--- config.mk ---
export PLATFORM = sky130hd
export DESIGN_NAME = alarm_ctrl_flat
export DESIGN_NICKNAME = d
export VERILOG_FILES = /design/src/rtl/alarm_pkg.sv /design/src/rtl/alarm_if.sv /design/src/rtl/alarm_ctrl_btn_sync.sv /design/src/rtl/alarm_ctrl.sv /design/src/flat_wrapper.sv
export SDC_FILE = /design/constraint.sdc
export NUM_CORES = 1
export LEC_CHECK = 0
export ABC_AREA = 1
export BUFFER_PORTS_ARGS = -buffer_cell sky130_fd_sc_hd__buf_2
export CAP_MARGIN = 0
export CELL_PAD_IN_SITES_DETAIL_PLACEMENT = 0
export CELL_PAD_IN_SITES_GLOBAL_PLACEMENT = 1
export CORE_MARGIN = 4
export CORE_UTILIZATION = 39
export CTS_CLUSTER_DIAMETER = 80
export DETAILED_ROUTE_END_ITERATION = 10
export GPL_ROUTABILITY_DRIVEN = 0
export PLACE_DENSITY_LB_ADDON = 0.3
export SYNTH_ARGS = -nofsm -noshare
export SYNTH_HDL_FRONTEND = slang
export SYNTH_SLANG_ARGS = --single-unit
--- constraint.sdc ---
create_clock -name clk -period 1.8 [get_ports clk]
set_input_delay 0.18 -clock clk [delete_from_list [all_inputs] [get_ports clk]]
set_output_delay 0.18 -clock clk [all_outputs]
set_load 0.01 [all_outputs]
--- src/rtl/alarm_pkg.sv ---
// alarm_pkg: state encoding, state width and default timing constants
// shared by the alarm controller, its interface and its testbench.
package alarm_pkg;

   localparam int STATE_W        = 3;
   localparam int RING_SEC_DEF   = 60;
   localparam int SNOOZE_SEC_DEF = 300;
   localparam int IDLE_SEC_DEF   = 30;

   // snoozes allowed per alarm event
   localparam logic [1:0] MAX_SNZ = 2'd3;

   typedef enum logic [STATE_W-1:0] {
      S_RUN   = 3'd0,
      S_T_HRS = 3'd1,
      S_T_MIN = 3'd2,
      S_A_HRS = 3'd3,
      S_A_MIN = 3'd4,
      S_RING  = 3'd5,
      S_SNZ   = 3'd6
   } state_t;

   function automatic int max3(int a, int b, int c);
      int m;
      m = (a > b) ? a : b;
      return (m > c) ? m : c;
   endfunction

   // mode-button walk through the set screens
   function automatic state_t mode_next(state_t s);
      state_t n;
      n = S_RUN;
      unique case (s)
         S_RUN:   n = S_T_HRS;
         S_T_HRS: n = S_T_MIN;
         S_T_MIN: n = S_A_HRS;
         S_A_HRS: n = S_A_MIN;
         default: n = S_RUN;
      endcase
      return n;
   endfunction

endpackage

--- src/rtl/alarm_if.sv ---
// alarm_if: button/level inputs and control outputs of alarm_ctrl.
// i_* flow into the controller, o_* flow out; slave = controller side.
interface alarm_if;
   import alarm_pkg::*;

   logic               i_tick_1hz;
   logic               i_mode_btn;
   logic               i_inc_btn;
   logic               i_snooze_btn;
   logic               i_alarm_en;
   logic               i_alarm_match;

   logic               o_run;
   logic               o_time_set;
   logic               o_alarm_set;
   logic               o_sethrs1min0;
   logic               o_inc_pulse;
   logic               o_alarmreset;
   logic               o_buzzer;
   logic [STATE_W-1:0] o_state;

   modport master (
      output i_tick_1hz, i_mode_btn, i_inc_btn,
      output i_snooze_btn, i_alarm_en, i_alarm_match,
      input  o_run, o_time_set, o_alarm_set,
      input  o_sethrs1min0, o_inc_pulse,
      input  o_alarmreset, o_buzzer, o_state
   );

   modport slave (
      input  i_tick_1hz, i_mode_btn, i_inc_btn,
      input  i_snooze_btn, i_alarm_en, i_alarm_match,
      output o_run, o_time_set, o_alarm_set,
      output o_sethrs1min0, o_inc_pulse,
      output o_alarmreset, o_buzzer, o_state
   );

endinterface

--- src/rtl/alarm_ctrl_btn_sync.sv ---
// btn_sync: 2-flop synchronizer plus rising-edge detect for one raw button.
// Ports: clk, rst_n (async low), i_btn raw level, o_rise one-clk edge pulse.
module btn_sync (
   input  logic clk,
   input  logic rst_n,
   input  logic i_btn,
   output logic o_rise
);

   logic [1:0] r_sync;
   logic       r_prev;

   always_ff @(posedge clk or negedge rst_n) begin
      if (!rst_n) begin
         r_sync <= 2'b00;
         r_prev <= 1'b0;
      end else begin
         r_sync <= {r_sync[0], i_btn};
         r_prev <= r_sync[1];
      end
   end

   assign o_rise = r_sync[1] & ~r_prev;

endmodule

--- src/rtl/alarm_ctrl.sv ---
// alarm_ctrl: clock/alarm mode FSM with ring timeout, idle exit and
// optional snooze (enabled by defining ALARM_SNOOZE_EN).
// Ports: clk, reset (async active-low), io_bus (alarm_if.slave):
//   inputs tick_1hz, mode/inc/snooze buttons, alarm_en, alarm_match;
//   outputs run, time_set, alarm_set, sethrs1min0, inc_pulse,
//   alarmreset, buzzer, state.
module alarm_ctrl
   import alarm_pkg::*;
#(
   parameter int RING_SEC   = RING_SEC_DEF,
   parameter int SNOOZE_SEC = SNOOZE_SEC_DEF,
   parameter int IDLE_SEC   = IDLE_SEC_DEF
) (
   input  logic   clk,
   input  logic   reset,
   alarm_if.slave io_bus
);

   localparam int CNT_W =
      $clog2(max3(RING_SEC, SNOOZE_SEC, IDLE_SEC) + 1);

   // count value on the tick that completes the interval
   localparam logic [CNT_W-1:0] RING_LAST = CNT_W'(RING_SEC - 1);
   localparam logic [CNT_W-1:0] IDLE_LAST = CNT_W'(IDLE_SEC - 1);
`ifdef ALARM_SNOOZE_EN
   localparam logic [CNT_W-1:0] SNZ_LAST  = CNT_W'(SNOOZE_SEC - 1);
`endif

   state_t           r_state;
   state_t           w_nxt;
   logic [CNT_W-1:0] r_sec;
   logic [CNT_W-1:0] r_idle;
   logic             r_inc;
   logic             r_arst;
   logic             w_inc_nxt;
   logic             w_arst_nxt;

   logic w_tick;
   logic w_en;
   logic w_match;
   logic w_mode_rise;
   logic w_inc_rise;
   logic w_snz_rise;
   logic w_any_btn;
   logic w_is_set;
   logic w_timed;
   logic w_ring_hit;
   logic w_ring_done;
   logic w_idle_done;

`ifdef ALARM_SNOOZE_EN
   logic [1:0] r_snz_n;
   logic       w_snz_take;
   logic       w_snz_done;
`endif

   logic w_run;
   logic w_time_set;
   logic w_alarm_set;
   logic w_sethrs;
   logic w_buzzer;

   assign w_tick  = io_bus.i_tick_1hz;
   assign w_en    = io_bus.i_alarm_en;
   assign w_match = io_bus.i_alarm_match;

   btn_sync u_mode_sync (
      .clk    (clk),
      .rst_n  (reset),
      .i_btn  (io_bus.i_mode_btn),
      .o_rise (w_mode_rise)
   );

   btn_sync u_inc_sync (
      .clk    (clk),
      .rst_n  (reset),
      .i_btn  (io_bus.i_inc_btn),
      .o_rise (w_inc_rise)
   );

   btn_sync u_snz_sync (
      .clk    (clk),
      .rst_n  (reset),
      .i_btn  (io_bus.i_snooze_btn),
      .o_rise (w_snz_rise)
   );

   // snooze presses also count as activity for the idle timer
   assign w_any_btn = w_mode_rise | w_inc_rise | w_snz_rise;

   assign w_is_set = (r_state == S_T_HRS) | (r_state == S_T_MIN) |
                     (r_state == S_A_HRS) | (r_state == S_A_MIN);
   assign w_timed  = (r_state == S_RING) | (r_state == S_SNZ);

   assign w_ring_hit  = w_tick & w_match & w_en;
   assign w_ring_done = w_tick & (r_sec == RING_LAST);
   assign w_idle_done = w_tick & ~w_any_btn &
                        (r_idle == IDLE_LAST);
`ifdef ALARM_SNOOZE_EN
   assign w_snz_done  = w_tick & (r_sec == SNZ_LAST);
`endif

   always_ff @(posedge clk or negedge reset) begin
      if (!reset) begin
         r_state <= S_RUN;
      end else begin
         r_state <= w_nxt;
      end
   end

   always_comb begin
      w_nxt      = r_state;
      w_inc_nxt  = 1'b0;
      w_arst_nxt = 1'b0;
`ifdef ALARM_SNOOZE_EN
      w_snz_take = 1'b0;
`endif
      unique case (r_state)
         S_RUN: begin
            if (w_ring_hit) begin
               w_nxt = S_RING;
            end else if (w_mode_rise) begin
               w_nxt = S_T_HRS;
            end
         end
         S_T_HRS, S_T_MIN, S_A_HRS, S_A_MIN: begin
            if (w_mode_rise) begin
               w_nxt = mode_next(r_state);
            end else begin
               w_inc_nxt = w_inc_rise;
               if (w_idle_done) begin
                  w_nxt = S_RUN;
               end
            end
         end
         S_RING: begin
            if (w_mode_rise | ~w_en | w_ring_done) begin
               w_nxt      = S_RUN;
               w_arst_nxt = 1'b1;
            end
`ifdef ALARM_SNOOZE_EN
            else if (w_snz_rise && (r_snz_n < MAX_SNZ)) begin
               w_nxt      = S_SNZ;
               w_snz_take = 1'b1;
            end
`endif
         end
`ifdef ALARM_SNOOZE_EN
         S_SNZ: begin
            if (w_mode_rise | ~w_en) begin
               w_nxt      = S_RUN;
               w_arst_nxt = 1'b1;
            end else if (w_snz_done) begin
               w_nxt = S_RING;
            end
         end
`endif
         default: begin
            w_nxt = S_RUN;
         end
      endcase
   end

   // counters restart on every state change and saturate
   always_ff @(posedge clk or negedge reset) begin
      if (!reset) begin
         r_sec  <= '0;
         r_idle <= '0;
         r_inc  <= 1'b0;
         r_arst <= 1'b0;
      end else begin
         r_inc  <= w_inc_nxt;
         r_arst <= w_arst_nxt;
         if (w_nxt != r_state) begin
            r_sec <= '0;
         end else if (w_tick && w_timed && (r_sec != '1)) begin
            r_sec <= r_sec + 1'b1;
         end
         if ((w_nxt != r_state) || w_any_btn) begin
            r_idle <= '0;
         end else if (w_tick && w_is_set && (r_idle != '1)) begin
            r_idle <= r_idle + 1'b1;
         end
      end
   end

`ifdef ALARM_SNOOZE_EN
   // snooze budget lasts one alarm event, refilled on return to RUN
   always_ff @(posedge clk or negedge reset) begin
      if (!reset) begin
         r_snz_n <= 2'd0;
      end else if (w_nxt == S_RUN) begin
         r_snz_n <= 2'd0;
      end else if (w_snz_take) begin
         r_snz_n <= r_snz_n + 2'd1;
      end
   end
`endif

   always_comb begin
      w_run       = 1'b1;
      w_time_set  = 1'b0;
      w_alarm_set = 1'b0;
      w_sethrs    = 1'b0;
      w_buzzer    = 1'b0;
      unique case (r_state)
         S_T_HRS: begin
            w_run      = 1'b0;
            w_time_set = 1'b1;
            w_sethrs   = 1'b1;
         end
         S_T_MIN: begin
            w_run      = 1'b0;
            w_time_set = 1'b1;
         end
         S_A_HRS: begin
            w_alarm_set = 1'b1;
            w_sethrs    = 1'b1;
         end
         S_A_MIN: begin
            w_alarm_set = 1'b1;
         end
         S_RING: begin
            w_buzzer = 1'b1;
         end
         default: begin
            w_run = 1'b1;
         end
      endcase
   end

   assign io_bus.o_run         = w_run;
   assign io_bus.o_time_set    = w_time_set;
   assign io_bus.o_alarm_set   = w_alarm_set;
   assign io_bus.o_sethrs1min0 = w_sethrs;
   assign io_bus.o_buzzer      = w_buzzer;
   assign io_bus.o_inc_pulse   = r_inc;
   assign io_bus.o_alarmreset  = r_arst;
   assign io_bus.o_state       = r_state;

endmodule

--- src/flat_wrapper.sv ---
// flat-port wrapper written by rule: the top's interface ports become plain ports
module alarm_ctrl_flat import alarm_pkg::*;
#(
   parameter int RING_SEC   = RING_SEC_DEF,
   parameter int SNOOZE_SEC = SNOOZE_SEC_DEF,
   parameter int IDLE_SEC   = IDLE_SEC_DEF
)
  (clk, reset, io_bus_i_tick_1hz, io_bus_i_mode_btn, io_bus_i_inc_btn, io_bus_i_snooze_btn, io_bus_i_alarm_en, io_bus_i_alarm_match, io_bus_o_run, io_bus_o_time_set, io_bus_o_alarm_set, io_bus_o_sethrs1min0, io_bus_o_inc_pulse, io_bus_o_alarmreset, io_bus_o_buzzer, io_bus_o_state);
  alarm_if io_bus_i ();
  input  logic clk;
  input  logic reset;
  input wire logic [$bits(io_bus_i.i_tick_1hz)-1:0] io_bus_i_tick_1hz;
  input wire logic [$bits(io_bus_i.i_mode_btn)-1:0] io_bus_i_mode_btn;
  input wire logic [$bits(io_bus_i.i_inc_btn)-1:0] io_bus_i_inc_btn;
  input wire logic [$bits(io_bus_i.i_snooze_btn)-1:0] io_bus_i_snooze_btn;
  input wire logic [$bits(io_bus_i.i_alarm_en)-1:0] io_bus_i_alarm_en;
  input wire logic [$bits(io_bus_i.i_alarm_match)-1:0] io_bus_i_alarm_match;
  output wire logic [$bits(io_bus_i.o_run)-1:0] io_bus_o_run;
  output wire logic [$bits(io_bus_i.o_time_set)-1:0] io_bus_o_time_set;
  output wire logic [$bits(io_bus_i.o_alarm_set)-1:0] io_bus_o_alarm_set;
  output wire logic [$bits(io_bus_i.o_sethrs1min0)-1:0] io_bus_o_sethrs1min0;
  output wire logic [$bits(io_bus_i.o_inc_pulse)-1:0] io_bus_o_inc_pulse;
  output wire logic [$bits(io_bus_i.o_alarmreset)-1:0] io_bus_o_alarmreset;
  output wire logic [$bits(io_bus_i.o_buzzer)-1:0] io_bus_o_buzzer;
  output wire logic [$bits(io_bus_i.o_state)-1:0] io_bus_o_state;
  assign io_bus_i.i_tick_1hz = io_bus_i_tick_1hz;
  assign io_bus_i.i_mode_btn = io_bus_i_mode_btn;
  assign io_bus_i.i_inc_btn = io_bus_i_inc_btn;
  assign io_bus_i.i_snooze_btn = io_bus_i_snooze_btn;
  assign io_bus_i.i_alarm_en = io_bus_i_alarm_en;
  assign io_bus_i.i_alarm_match = io_bus_i_alarm_match;
  assign io_bus_o_run = io_bus_i.o_run;
  assign io_bus_o_time_set = io_bus_i.o_time_set;
  assign io_bus_o_alarm_set = io_bus_i.o_alarm_set;
  assign io_bus_o_sethrs1min0 = io_bus_i.o_sethrs1min0;
  assign io_bus_o_inc_pulse = io_bus_i.o_inc_pulse;
  assign io_bus_o_alarmreset = io_bus_i.o_alarmreset;
  assign io_bus_o_buzzer = io_bus_i.o_buzzer;
  assign io_bus_o_state = io_bus_i.o_state;
  alarm_ctrl #(.RING_SEC(RING_SEC), .SNOOZE_SEC(SNOOZE_SEC), .IDLE_SEC(IDLE_SEC)) u_core (.clk(clk), .reset(reset), .io_bus(io_bus_i));
endmodule
==> results of run 1 <==
## state kept, by name, summed over array words and instances, names as in the netlist
name                        cells
u_core.u_mode_sync.r_sync       2
u_core.io_bus.o_alarmreset      1
u_core.u_inc_sync.r_sync        2
u_core.u_snz_sync.r_sync        2
u_core.io_bus.o_inc_pulse       1
u_core.u_inc_sync.r_prev        1
u_core.u_mode_sync.r_prev       1
u_core.u_snz_sync.r_prev        1
u_core.io_bus.o_state           3
u_core.r_sec                    9
u_core.r_idle                   9
## power by group through the flow
stage               Sequential [uW]  Clock [uW]  Combinational, uW
floorplan                       869           0                711
global placement                832           0               1200
detailed placement              836           0               1190
CTS                             824         584               1210
finish                          828         565               1510
global route                    835         616               1660
## tightest hold or removal path: stages
cell and delay (ns):
buf_2 0.11, inv_1 0.05, nor2_1 0.05, a21oi_1 0.15
## layout make-up
class | count | share of cell area
multi-input cells | 138 | 0.401
well taps | 50 | 0.0265
repair buffers | 50 | 0.147
clock buffers | 8 | 0.0381
flip-flops and latches | 32 | 0.340
inverters | 28 | 0.0477
## how the worst min path moves through the flow
stage                 startpoint                         end  slack (ns)
6_report       io_bus_i_alarm_en  u_core.io_bus.o_alarmreset        0.31
3_5_place_dp               reset            u_core.r_idle[2]        0.28
3_3_place_gp               reset            u_core.r_idle[6]        0.27
2_1_floorplan              reset  u_core.io_bus.o_alarmreset       -0.12
4_1_cts        io_bus_i_alarm_en  u_core.io_bus.o_alarmreset        0.30
5_1_grt        io_bus_i_alarm_en  u_core.io_bus.o_alarmreset        0.34
## metrics by stage
| stage | util | instance area [sq um] |
|---|---|---|
| final | 0.578 | 2360 |
| after global routing | 0.578 | 2360 |
| after CTS | 0.528 | 2160 |
| after detailed placement | 0.490 | 2000 |
| after global placement | 0.490 | 2000 |
| after floorplan | - | 1690 |
## what timing repair did
action,CTS,global route
hold buffers,4,0
setup buffers,0,7
hold endpoints to repair,35,0
gates resized for setup,5,37
endpoints found under the setup margin,11,18
pin swaps,3,20
cloned,0,2
## cell usage in the layout, fill, tap and decap left out, types with 2 or more instances in the layout
master         Yosys  routed
nor3_2             2       2
nor2_2             1       6
nand3_1           13       8
clkbuf_8           0       6
o21ai_2            2       2
buf_4              0      28
nor2_1            30      24
dfrtp_1           32      31
nor2_4             1       2
o21ai_0            2       2
nand2_1           42      33
nand2_4            1       3
dlygate4sd3_1      0       4
ha_2               0       4
nand2_2            4      11
nand3_4            1       2
nand3_2            3       8
xnor2_1            2       2
nand4_1            5       5
inv_2              5       7
xor2_1            11      10
buf_2              0      17
clkbuf_1           0       2
a21oi_2            2       2
inv_1             23      19
## routing by layer
metal  vias up  track usage  share of wire
li1        746            -              -
met1       694        0.186           0.45
met2        24        0.243           0.50
met3         6       0.0383          0.040
met4         0       0.0483          0.017
met5         -            0              0
## logic make-up (layout without fill, tap and decap cells)
kind of cell / after synthesis / in the layout / share of synthesized area
simple gates: 109 / 111 / 0.319
xor+xnor: 13 / 13 / 0.0676
flops: 32 / 32 / 0.475
buf+inv: 28 / 86 / 0.0624
fa+ha+maj: 5 / 5 / 0.0371
compound gates: 9 / 9 / 0.0379
==> results.tsv, run 1 <==
metric	value	unit
status	complete, but fails checks	
failing checks	setup timing	
Final period util	1.02	
Critical Path Sink Type	flip-flop	
vias in the first global route	1401	
Num Clock Sinks	32	
Total Negative Setup Slacks	-0.0496	ns
HP Class	input port to flip-flop	
Total GRT Usage	0.147	
Tot Pwr	2900	uW
placed cells	285	
VDD IR-drop max	0.000487	V
Clock Root Buffer	clkbuf_8	
largest cells by area after synthesis	dfrtp_1 48%, nand2_1 9.4%, nor2_1 6.7%	
Least-Margin Pin Slew	0.706	ns
number of CTS-inserted buffers	5	
die height	73.7	microns
DRC viols	0	
asr flop ratio synth	1.00	
CP top delay family	simple AND/OR/NAND/NOR gates	
final non-filler cell total	306	
Final HPWL DP	2.56	mm
mapped cell area	0.00168	sq mm
Area growth syn-to-layout	40.3	%
CP required	2.01	ns
CTS tree	built	
worst path arrival time	2.05	ns
core area	0.00409	sq mm
Clock Latency Late Sink	0.28	ns
Clock power frac	0.195	
Mapped Nets	209	
Final ANT Viol Nets	0	
drt wl/cell	13.0	microns
WL final	3.98	mm
Multi-input gate area	948	sq um
initial core utilization	0.412	
Lkg Pwr	0.00114	uW
RSZ-0062 raised after global routing	yes	
Yosys cell types	27	
first-pass GRT wire length	6.20	mm
antenna violations before repair	0	
CP max stage cell	dfrtp_1	
biggest cell delay along the critical path	0.41	ns
cells along the critical path	ha_4 -> nand3_2 -> nor4_4 -> ha_2 -> nor2_2 -> nand2_2 -> nor3_2 -> nand2_1 -> nor2_1 -> nand2_1 -> xor2_1 -> nor2_1	
main flop type after synthesis	dfrtp_1	
RR Endpoint	u_core.r_sec[7]	
FF+latch count, synth	32	
Yosys top cell area share	0.475	
CP Capture Point	u_core.r_sec[7]	
RR Startpoint	u_core.r_sec[0]	
number of port buffers	17	
Worst Setup SP	u_core.r_sec[0]	
hold slack	0.314	ns
register area	802	sq um
DR vias	1470	
Cells on Worst Hold Path	4	
worst slack, placed	-0.0396	ns
final net count	268	
count leader, synth	nand2_1	
Fmax	545	MHz
Commonest cells post-synth	42 x nand2_1, 32 x dfrtp_1, 30 x nor2_1, 23 x inv_1, 13 x nand3_1	
Cell Int Power	1650	uW
Yosys top cell by area	dfrtp_1	
WP buf/inv	0	
sw power	1250	uW
fill cell total of the finished layout	377	
max_cap viols	0	
setup slack after layout	-0.0343	ns
Die X	73.7	microns
number of synthesis warnings	0	
Max-slew headroom	0.529	
grt total ovfl	0	
layout cells sized above 1	0.434	
Max Buffers Root-to-Sink	2	
H-tree Lvls	2	
Post-synth EDFFs	0	
Worst R2R Path Depth	12	
Worst Path Class, Setup	flip-flop to flip-flop	
Die ar.	0.00543	sq mm
Tmin final	1.83	ns
final setup violation count	2	
R2R setup slack	-0.03	ns
Avg Cell Area, Syn	8.59	sq um
Cell Rows	23	
number of DRC markers in iteration 0	81	
sequential share of the synthesized area	0.475	
Avg Vias per Cell	4.80	
crit-path max FO	3	
CP startpoint kind	flip-flop	
Antenna Cells	0	
max-slew violations	0	
sequential share of power	0.285	
CP Depth	12	
Comb power frac	0.520	
largest net degree at the start of global routing	33	
Final Hold Vio Count	0	
Clock Skews	0.00435	ns
Sw Share	0.432	
Cells after Synth	196	
drt first pass iters	4	
IO Count	18	
Power Dens Cells	1230	mW/mm^2
Clock Pin Slew Worst Setup and Hold Paths	0.07	ns
Note: power is estimated with default switching activity, not from simulation.
==> run 2: changes to the inputs <==
--- a/config.mk
+++ b/config.mk
@@ -11,7 +11,7 @@
 export CELL_PAD_IN_SITES_DETAIL_PLACEMENT = 0
 export CELL_PAD_IN_SITES_GLOBAL_PLACEMENT = 1
 export CORE_MARGIN = 4
-export CORE_UTILIZATION = 39
+export CORE_UTILIZATION = 43
 export CTS_CLUSTER_DIAMETER = 80
 export DETAILED_ROUTE_END_ITERATION = 10
 export GPL_ROUTABILITY_DRIVEN = 0
==> constraint.sdc (replaced) <==
create_clock -name clk -period 1.9 [get_ports clk]
set_input_delay 0.19 -clock clk [delete_from_list [all_inputs] [get_ports clk]]
set_output_delay 0.19 -clock clk [all_outputs]
set_load 0.01 [all_outputs]
==> run 2 against run 1 <==
Net effect: the run now ends clean; utilization increased by 2.7 points; non-clock buffer count is 12 lower; final cell count is 4.6% lower; design area down 4.8%; critical endpoint is now u_core.r_sec[6].
==> results.tsv, run 2 (synthesized netlist as in run 1, its figures left out) <==
metric	value	unit
status	finished, final reports clean	
H-tree Lvls	2	
Clock Skews	0.00623	ns
Power Dens Cells	1180	mW/mm^2
RR Startpoint	u_core.r_sec[0]	
Final Hold Vio Count	0	
hold wc startpoint	io_bus_i_alarm_en	
Die ar.	0.00498	sq mm
CP required	2.12	ns
Num Clock Sinks	32	
register area	805	sq um
core area	0.00372	sq mm
Worst Path Class, Setup	flip-flop to flip-flop	
Cells on Worst Hold Path	5	
Area growth syn-to-layout	33.6	%
Tmin final	1.83	ns
Clock Root Buffer	clkbuf_8	
Fmax	546	MHz
CP startpoint kind	flip-flop	
Antenna Cells	0	
antenna violations before repair	0	
drt first pass iters	4	
setup slack after layout	0.0679	ns
layout cells sized above 1	0.393	
worst path arrival time	2.05	ns
die height	70.6	microns
fill cell total of the finished layout	335	
CTS tree	built	
final net count	256	
Worst R2R Path Depth	12	
DRC viols	0	
IO Count	18	
crit-path max FO	3	
Critical Path Sink Type	flip-flop	
hold slack	0.294	ns
Cell Rows	22	
Clock Latency Late Sink	0.29	ns
final non-filler cell total	292	
cells along the critical path	ha_4 -> nand3_1 -> nor4_2 -> ha_2 -> nor2_2 -> nand2_2 -> inv_2 -> nand2_2 -> nor3_4 -> nand3_1 -> xor2_1 -> nor2_1	
Lkg Pwr	0.00106	uW
max-slew violations	0	
Least-Margin Pin Slew	0.706	ns
largest net degree at the start of global routing	33	
DR vias	1436	
max_cap viols	0	
Final ANT Viol Nets	0	
biggest cell delay along the critical path	0.42	ns
Total GRT Usage	0.148	
HP Class	input port to flip-flop	
Worst Setup SP	u_core.r_sec[0]	
worst slack, placed	-0.0369	ns
initial core utilization	0.453	
Final HPWL DP	2.38	mm
drt wl/cell	12.6	microns
first-pass GRT wire length	5.79	mm
most frequent cells in the layout	36 x nand2_1, 29 x dfrtp_1, 21 x inv_1, 21 x nor2_1	
Final period util	0.964	
VDD IR-drop max	0.000709	V
CP max stage cell	dfrtp_1	
RSZ-0062 raised after global routing	yes	
Max-slew headroom	0.529	
vias in the first global route	1310	
number of DRC markers in iteration 0	72	
number of CTS-inserted buffers	5	
Multi-input gate area	920	sq um
WL final	3.68	mm
grt total ovfl	0	
placed cells	267	
number of port buffers	17	
final setup violation count	0	
Max Buffers Root-to-Sink	2	
Die X	70.6	microns
Avg Vias per Cell	4.92	
most common cell after layout, fill and taps aside	nand2_1	
Clock Pin Slew Worst Setup and Hold Paths	0.07	ns
run 2: changes by cell type in the layout (fill, tap and decap cells not counted), sizes merged:
cell	change
buf	-12
clkbuf	-2
clkinvlp	+2
run 2: report_power, final:
part           internal (uW)  switching (uW)  leakage (uW)
registers                740            54.5      0.000419
logic                    459             845      0.000596
clock network            293             267     0.0000434
run 2: final timing paths:
check	slack, ns	to
setup reg to reg	0.07	u_core.r_sec[6]
min in group asynchronous	0.49	u_core.io_bus.o_state[2]
setup / recovery	0.07	u_core.r_sec[6]
max in group asynchronous	0.91	u_core.r_idle[0]
hold / removal	0.29	u_core.io_bus.o_state[0]
hold reg to reg	0.35	u_core.u_snz_sync.r_sync[1]
run 2: critical path: cells and delay by family (launching register included):
family / cells / cell delay, ns
and+or+nand+nor: 8 / 0.77
DFF: 1 / 0.42
adders and majority gates: 2 / 0.36
xor gates and xnor gates: 1 / 0.15
buffers and inverters: 1 / 0.08
run 2: layer usage:
metal | up-vias | GRT usage | wire [microns]
met5 | - | 0 | 0
met1 | 678 | 0.181 | 1620
li1 | 721 | - | -
met4 | 0 | 0.0626 | 60
met2 | 31 | 0.242 | 1860
met3 | 6 | 0.0455 | 139
run 2: cell type report:
class | count | share of cell area
Timing Repair Buffer | 38 | 0.112
Multi-Input combinational cell | 138 | 0.409
Clock inverter | 2 | 0.00667
Inverter | 28 | 0.0512
Sequential cell | 32 | 0.358
Clock buffer | 6 | 0.0367
Tap cell | 48 | 0.0267
run 2: repair_timing:
item / 4_1_cts / 5_1_grt
endpoints found under the hold margin: 35 / 0
resized for setup: 5 / 35
buffers inserted: 2 / 9
hold buffers: 4 / 0
gates cloned: 0 / 2
endpoints found under the setup margin: 4 / 18
pin swaps: 3 / 10
run 2: per-stage QoR:
step	cell area, sq um	utilization	total power (uW)	setup TNS [ns]
floorplan	1680	-	1500	0
global placement	1870	0.504	1810	0
detailed placement	1870	0.504	1830	-0.0369
CTS	2040	0.549	2410	0
global route	2250	0.605	2840	-0.214
finish	2250	0.605	2660	0
==> run 3: changes to the inputs <==
--- a/config.mk
+++ b/config.mk
@@ -16,6 +16,7 @@
 export DETAILED_ROUTE_END_ITERATION = 10
 export GPL_ROUTABILITY_DRIVEN = 0
 export PLACE_DENSITY_LB_ADDON = 0.3
+export SETUP_SLACK_MARGIN = 0.1
 export SYNTH_ARGS = -nofsm -noshare
 export SYNTH_HDL_FRONTEND = slang
 export SYNTH_SLANG_ARGS = --single-unit
==> run 3 against run 2 <==
Net effect: global-route usage is 2.2 points higher; clock power hardly changed; non-clock buffer count is 18 higher; worst hold slack worse by 0.28 ns; worst setup slack worse by 0.021 ns; utilization is 6.2 points higher; design area is 10% higher; critical path type unchanged; sequential power is 1% lower; die area stayed put; sequential cell count stayed put.
==> results.tsv, run 3 (synthesized netlist as in run 1, its figures left out) <==
metric	value	unit
RSZ-0062 raised after global routing	yes	
grt total ovfl	0	
first-pass GRT wire length	6.77	mm
antenna violations before repair	0	
number of port buffers	17	
Power Dens Cells	1190	mW/mm^2
hold slack	0.0171	ns
Num Clock Sinks	32	
Max-slew headroom	0.527	
cells along the critical path	ha_2 -> nand3_2 -> nor4_2 -> ha_2 -> nor2_2 -> nand2_2 -> nor3_4 -> nand2_2 -> nor2_2 -> nand2_1 -> xor2_1 -> nor2_1	
Cells on Worst Hold Path	1	
Clock Latency Late Sink	0.28	ns
Critical Path Sink Type	flip-flop	
Tmin final	1.85	ns
Clock Root Buffer	clkbuf_8	
max-slew violations	0	
Clock Skews	0.00626	ns
final setup violation count	0	
WP buf/inv	0	
number of DRC markers in iteration 0	124	
core area	0.00372	sq mm
Sw Share	0.427	
sw power	1260	uW
H-tree Lvls	2	
fill cell total of the finished layout	297	
CP startpoint kind	flip-flop	
Final ANT Viol Nets	0	
most frequent cells in the layout	37 x buf_4, 32 x nand2_1, 30 x dfrtp_1	
CP Depth	12	
layout cells sized above 1	0.487	
Total GRT Usage	0.170	
Area growth syn-to-layout	47.3	%
Avg Vias per Cell	5.09	
CTS tree	built	
number of CTS-inserted buffers	5	
crit-path max FO	3	
die height	70.6	microns
worst path arrival time	2.03	ns
Cell Int Power	1690	uW
IO Count	18	
DRC viols	0	
drt wl/cell	14.2	microns
CP required	2.07	ns
vias in the first global route	1496	
DR vias	1574	
R2R setup slack	0.05	ns
Least-Margin Pin Slew	0.709	ns
Comb power frac	0.544	
sequential share of power	0.266	
Die ar.	0.00498	sq mm
Cell Rows	22	
Total Negative Setup Slacks	0	ns
Clock power frac	0.190	
RR Startpoint	u_core.r_sec[0]	
Final period util	0.975	
VDD IR-drop max	0.000669	V
Tot Pwr	2950	uW
Worst Path Class, Setup	flip-flop to flip-flop	
Post-DP Area	0.00186	sq mm
Worst R2R Path Depth	12	
Final Hold Vio Count	0	
hold endpoint	u_core.u_inc_sync.r_sync[0]	
Layout Utilization	0.667	
Max Buffers Root-to-Sink	2	
RR Endpoint	u_core.r_sec[7]	
status	finished, final reports clean	
Die X	70.6	microns
most common cell after layout, fill and taps aside	buf_4	
register area	803	sq um
initial core utilization	0.453	
largest net degree at the start of global routing	33	
Clock Pin Slew Worst Setup and Hold Paths	0.07	ns
drt first pass iters	4	
Antenna Cells	0	
max_cap viols	0	
Final HPWL DP	2.44	mm
Lkg Pwr	0.00121	uW
biggest cell delay along the critical path	0.39	ns
CP max stage cell	dfrtp_1	
WL final	4.39	mm
Multi-input gate area	0.00102	sq mm
Fmax	540	MHz
HP Class	input port to flip-flop	
design area	0.00248	sq mm
hold wc startpoint	io_bus_i_inc_btn	
final net count	274	
CP top delay family	simple AND/OR/NAND/NOR gates	
## run 3: repair_timing
| item | 4_1_cts | 5_1_grt |
|---|---|---|
| resized for setup | 24 | 33 |
| gates cloned | 2 | 0 |
| setup endpoints to repair | 18 | 18 |
| hold buffers | 1 | 0 |
| buffers inserted | 15 | 20 |
| pin swaps | 11 | 36 |
| endpoints found under the hold margin | 32 | 0 |
## run 3: layout make-up
| cell class | instances | share of cell area |
|---|---|---|
| tap | 48 | 0.0242 |
| inverter | 28 | 0.0454 |
| sequential | 32 | 0.324 |
| multi-input combinational | 138 | 0.413 |
| clock buffer | 7 | 0.0388 |
| timing repair buffer | 56 | 0.155 |
## run 3: worst max-delay path by stage
stage                                        start                to  slack, ns
after floorplan                    u_core.r_sec[0]   u_core.r_sec[6]       0.10
after CTS                         u_core.r_idle[1]  u_core.r_idle[3]        0.1
after global placement             u_core.r_sec[1]   u_core.r_sec[6]       0.03
final                              u_core.r_sec[0]   u_core.r_sec[7]       0.05
after detailed placement           u_core.r_sec[0]   u_core.r_sec[6]      -0.05
after global routing      u_core.io_bus.o_state[0]  u_core.r_idle[1]      -0.06
## run 3: metrics by stage
stage | setup WS, ns | instances
5_1_grt | -0.0562 | 309
4_1_cts | 0.0994 | 290
3_3_place_gp | 0.0350 | 265
6_report | 0.0471 | 309
3_5_place_dp | -0.0523 | 265
2_1_floorplan | 0.100 | 196
## run 3: metal layers
metal | global-route usage | vias up | wire length, microns
met3 | 0.0526 | 11 | 237
met4 | 0.0835 | 0 | 92
met5 | 0 | - | 0
li1 | - | 752 | -
met1 | 0.216 | 768 | 1780
met2 | 0.264 | 43 | 2270
## run 3: power by group through the flow
| stage | Clock, uW | Sequential (uW) | Combinational, uW |
|---|---|---|---|
| 5_1_grt | 616 | 791 | 1740 |
| 3_5_place_dp | 0 | 805 | 1030 |
| 4_1_cts | 571 | 779 | 1300 |
| 2_1_floorplan | 0 | 824 | 674 |
| 3_3_place_gp | 0 | 800 | 1020 |
| 6_report | 562 | 784 | 1600 |
